`src/rtl/axis_seq_pkg.sv`:
```
// Shared types and helpers for the axis sequencer.
// The state encoding is kept to one bit so the sequencer state stays a single flop.
package axis_seq_pkg;

    localparam int MAX_AXES = 16;

    typedef enum logic [0:0] {
        IDLE = 1'b0,
        WAIT = 1'b1
    } axis_seq_state_t;

    // Index width for n items, never narrower than one bit.
    function automatic int clog2_min1(input int n);
        return (n <= 2) ? 1 : $clog2(n);
    endfunction

endpackage

```
`src/rtl/axis_mask_next.sv`:
```
// Purpose: finds the lowest set mask bit at or above bit 0 (first=1) or strictly above cur.
// Latency: combinational. Backpressure: none.
module axis_mask_next
    import axis_seq_pkg::*;
#(
    parameter int N = 3,
    parameter int W = clog2_min1(N)
) (
    input  logic [N-1:0] mask,
    input  logic [W-1:0] cur,
    input  logic         first,
    output logic [W-1:0] nxt,
    output logic         found
);

    // Scan from the top down so the lowest qualifying bit is the last to win.
    always_comb begin
        nxt   = '0;
        found = 1'b0;
        for (int i = N - 1; i >= 0; i--) begin
            if (mask[i] && (first || (i > int'(cur)))) begin
                nxt   = W'(i);
                found = 1'b1;
            end
        end
    end

endmodule

```
`src/rtl/axis_sequencer.sv`:
```
// Purpose: issues one increment per enabled axis, lowest index first; optional watchdog under AXIS_SEQ_TIMEOUT_EN.
// Latency: update -> first increment 1 cycle; ready -> next increment or done 1 cycle.
// Backpressure: holds the current axis in WAIT until ready; update aborts and restarts at any time.
module axis_sequencer
    import axis_seq_pkg::*;
#(
    parameter int NUM_AXES       = 3,
    parameter int AXIS_W         = clog2_min1(NUM_AXES),
    parameter int TIMEOUT_CYCLES = 1024
) (
    input  logic                clk,
    input  logic                rst_n,
    input  logic                update,
    input  logic [NUM_AXES-1:0] axis_mask,
    input  logic                ready,
    output logic                increment,
    output logic [AXIS_W-1:0]   axis,
    output logic                busy,
    output logic                done,
    output logic                timeout
);

    axis_seq_state_t     state;
    logic [NUM_AXES-1:0] mask_q;
    logic [AXIS_W-1:0]   nxt_axis;
    logic                nxt_found;

    // One finder serves both the restart search (fresh mask) and the advance search.
    axis_mask_next #(
        .N (NUM_AXES),
        .W (AXIS_W)
    ) u_next (
        .mask  (update ? axis_mask : mask_q),
        .cur   (axis),
        .first (update),
        .nxt   (nxt_axis),
        .found (nxt_found)
    );

`ifdef AXIS_SEQ_TIMEOUT_EN
    localparam int WD_W = clog2_min1(TIMEOUT_CYCLES);

    logic [WD_W-1:0] wdog;
    logic            timeout_q;

    assign timeout = timeout_q;
`else
    assign timeout = 1'b0;
`endif

    always_ff @(posedge clk or negedge rst_n) begin
        if (!rst_n) begin
            state     <= IDLE;
            mask_q    <= '0;
            axis      <= '0;
            increment <= 1'b0;
            busy      <= 1'b0;
            done      <= 1'b0;
`ifdef AXIS_SEQ_TIMEOUT_EN
            wdog      <= '0;
            timeout_q <= 1'b0;
`endif
        end else begin
            increment <= 1'b0;
            done      <= 1'b0;
            if (update) begin
`ifdef AXIS_SEQ_TIMEOUT_EN
                timeout_q <= 1'b0;
                wdog      <= '0;
`endif
                mask_q <= axis_mask;
                if (nxt_found) begin
                    axis      <= nxt_axis;
                    increment <= 1'b1;
                    busy      <= 1'b1;
                    state     <= WAIT;
                end else begin
                    done  <= 1'b1;
                    busy  <= 1'b0;
                    state <= IDLE;
                end
            end else if (state == WAIT) begin
                if (ready) begin
`ifdef AXIS_SEQ_TIMEOUT_EN
                    wdog <= '0;
`endif
                    if (nxt_found) begin
                        axis      <= nxt_axis;
                        increment <= 1'b1;
                    end else begin
                        done  <= 1'b1;
                        busy  <= 1'b0;
                        state <= IDLE;
                    end
                end
`ifdef AXIS_SEQ_TIMEOUT_EN
                else if (wdog == WD_W'(TIMEOUT_CYCLES - 1)) begin
                    timeout_q <= 1'b1;
                    busy      <= 1'b0;
                    state     <= IDLE;
                end else begin
                    wdog <= wdog + 1'b1;
                end
`endif
            end
        end
    end

endmodule
```
`config.mk`:
```
export PLATFORM = sky130hd
export DESIGN_NAME = axis_sequencer
export DESIGN_NICKNAME = d
export VERILOG_FILES = /design/src/rtl/axis_seq_pkg.sv /design/src/rtl/axis_mask_next.sv /design/src/rtl/axis_sequencer.sv
export SDC_FILE = /design/constraint.sdc
export NUM_CORES = 1
export LEC_CHECK = 0
export BUFFER_PORTS_ARGS = -buffer_cell sky130_fd_sc_hd__buf_4
export CAP_MARGIN = 5
export CORE_AREA = 10 10 47 49
export DETAILED_ROUTE_END_ITERATION = 6
export DIE_AREA = 0 0 57 59
export MAX_ROUTING_LAYER = met4
export PLACE_DENSITY = 0.58
export SKIP_LAST_GASP = 1
export SLEW_MARGIN = 5
export SYNTH_ARGS = -nofsm -noshare
export SYNTH_HDL_FRONTEND = slang
export SYNTH_SLANG_ARGS = --single-unit
```
`constraint.sdc`:
```
create_clock -name clk -period 3.05 [get_ports clk]
set_input_delay 0.1525 -clock clk [delete_from_list [all_inputs] [get_ports clk]]
set_output_delay 0.1525 -clock clk [all_outputs]
set_load 0.02 [all_outputs]
```
==> results by group <==
GRT
  • Total GRT Usage: 6.852%
  • Vias in the first global route: approximately 380
  • Antenna violations before repair: 0
  • Largest net degree at the start of global routing: 16
  • Grt ovf: 0
  • First-pass GRT wire length: 1.731 mm

Detailed routing
  • Routed Antenna Nets: 0
  • DR vias/cell: 5.100
  • DRC: 0
  • Vias: 357
  • First DRT Iteration DRCs: 5
  • Pre-antenna DRT Iters: 4
  • Post-Route WL: roughly 950 µm
  • Average wire per standard cell: about 14 µm

Clock network
  • CTS clk-pin slew, worst paths: about 0.060 ns
  • CTS tree: done
  • Total CTS buffers: 3
  • Post-CTS resize count: 0
  • CTS sink count: 8
  • Clk_lat worst skew: about 0.26 ns
  • H-tree depth reported by CTS: 1
  • CTS Buffer Depth: 2
  • Root buffer cell: clkbuf_4

Timing
  • Final setup TNS: 0 ns
  • Final Cycle Share: 43.84%
  • Max Slew Vio Count: 0
  • Final WS setup: between 1.5 and 2 ns
  • Highest achievable clock rate: around 750 MHz
  • Skew final: 0.002199 ns
  • Post-route minimum period: 1.337 ns
  • Final setup viols: 0
  • RSZ-0062 raised after global routing: false
  • Final hold viol count: 0

Synthesis
  • Top-area cell type share of the netlist area: between 40% and 50%
  • Syn_nets: between 40 and 50
  • Netlist cell types: 21
  • Multiplexer area fraction after synthesis: roughly 2.8%
  • Post-synth EDFFs: 0
  • Mapped Area: 405.4 µm²
  • Most frequent cell after synthesis: dfrtp_1
  • Synth Instances: around 40
  • Synth Warn #: 0
  • Async SR Flop Fraction: 100.0%
  • Synth Area in XOR/XNOR: 0%
  • Flop and latch count out of synthesis: 8
  • Post-synthesis adder-cell area fraction: 0%
  • Synth top cells by count: 8 x dfrtp_1, 4 x nand2_1
  • Largest family of logic cells by synthesized area: compound AO/OA/AOI/OAI gates
  • Seq/Total Area, Yosys: 49.38%
  • Compound-gate portion of the synthesized area: roughly a fifth
  • Area share of and/or/nand/nor cells after synthesis: approximately a fifth
  • Syn avg cell area: 9.888 µm²
  • Synth area leader: dfrtp_1
  • Largest cells by area after synthesis: dfrtp_1 49%, a21oi_1 3.7%, o21ai_0 3.7%
  • Synth Flop Type: dfrtp_1

Die
  • Die area: ~3400 µm²
  • Die Y: slightly below 60 µm
  • Number of top-level pins: 13
  • Initial Util: between 20 and 30%
  • Rows: 14
  • Core box area: between 1000 and 1500 µm²
  • Die Wd: 57 µm

Pwr
  • Leakage power: 0.2457 nW
  • Overall power: 0.2962 mW
  • Pwr Density: 560.9 nW/µm²
  • Maximum vdd drop: ~0.00017 V

Final layout
  • Share of layout cells above drive strength 1: between 30% and 40%
  • Non-filler cells, final: 70
  • Antenna fix cells: 0
  • Area Overhead vs Synth: 30.25%
  • Nets@finish: between 60 and 70
  • Post-route cell area: 528.0 µm²
  • Fillers: 140

Worst setup path
  • Crit-path max FO: 6
  • Crit start category: register
  • WP data required: 3.20 ns
  • Worst setup EP type: register
  • CP Class: reg2reg
  • WP data arrival: 1.48 ns

Job
  • MaxCap Viol Count: 0

Outcome
  • Status: finished, final reports clean

Hold path
  • Worst min-delay path category: in2reg

Placed design
  • Placed cell area: between 400 and 500 µm²
  • Port Buffers: 11
  • GP Congestion: a little under 0.9
  • Placed wire-length estimate: 748.7 µm
  • Pre-CTS setup slack: approximately 1.7 ns
  • Number of cells after detailed placement: 66
-- cell type report --
| cell class | count | area [µm²] | share of cell area, % |
|---|---|---|---|
| flip-flops and latches | 8 | 200.2 | 37.91 |
| multi-input cells | 28 | 181.4 | 34.36 |
| repair buffers | 12 | 92.59 | 17.54 |
| clock buffers | 3 | 22.52 | 4.265 |
| well taps | 16 | 20.02 | 3.791 |
| inverters | 3 | 11.26 | 2.133 |
-- metrics by stage --
step                      hold WS, ns  util [%]
after floorplan               -0.1431         -
after CTS                      0.1540     37.68
after detailed placement     -0.02264     35.36
final                          0.1561     37.68
after global routing           0.1601     37.68
after global placement       -0.02261     35.36
-- worst paths after layout --
path	startpoint	end	depth (start not counted)	slack [ns]
max reg2reg	axis[1]$_DFFE_PN0P_	axis[1]$_DFFE_PN0P_	3	1.71
min reg2reg	mask_q[1]$_DFF_PN0_	mask_q[1]$_DFF_PN0_	2	0.55
min in group asynchronous	rst_n	increment$_DFF_PN0_	2	0.25
min	axis_mask[1]	busy$_DFFE_PN0P_	3	0.16
max	axis[1]$_DFFE_PN0P_	axis[1]$_DFFE_PN0P_	3	1.71
max in group asynchronous	rst_n	mask_q[2]$_DFF_PN0_	2	2.67
-- cells by family after synthesis --
group / count (synthesis)
AOI/OAI and AO/OA: 13
and+or+nand+nor: 13
DFF: 8
buffers and inverters: 5
muxes: 1
other: 1
-- power breakdown --
part	switching, mW	internal, mW
logic	0.0413	0.0362
clock network	0.0382	0.0452
registers	0.0139	0.121
-- flip-flops by register name, indices dropped and copies added (netlist names) --
register   cells
busy           1
done           1
axis           2
state          1
mask_q         2
increment      1
-- placed cells by master, fill, tap and decap left out, types with 2 or more instances in the layout --
master	Yosys	final
buf_4	1	11
o211ai_1	2	2
clkbuf_4	0	3
nand2_1	4	4
o21ai_0	3	3
dfrtp_1	8	8
and2_1	2	2
nor2_1	3	3
inv_1	3	3
a21oi_1	3	3
-- critical path, stage by stage, from the launching register on --
cell     delay (ns)
dfrtp_1        0.44
or4b_4         0.54
a31oi_1        0.18
nor2_1         0.07
-- per-layer routing --
metal  global-route usage [%]  wire length [µm]
met4                    5.034                14
met3                    3.433                55
met1                    7.403               446
met2                    9.457               433
met5                        -                 0
-- timing repair --
action                     CTS  global route
buffers inserted             0             0
hold endpoints to repair     8             0
setup endpoints to repair    0             0
hold buffers                 1             0
Power figures use the tool's default switching activity.
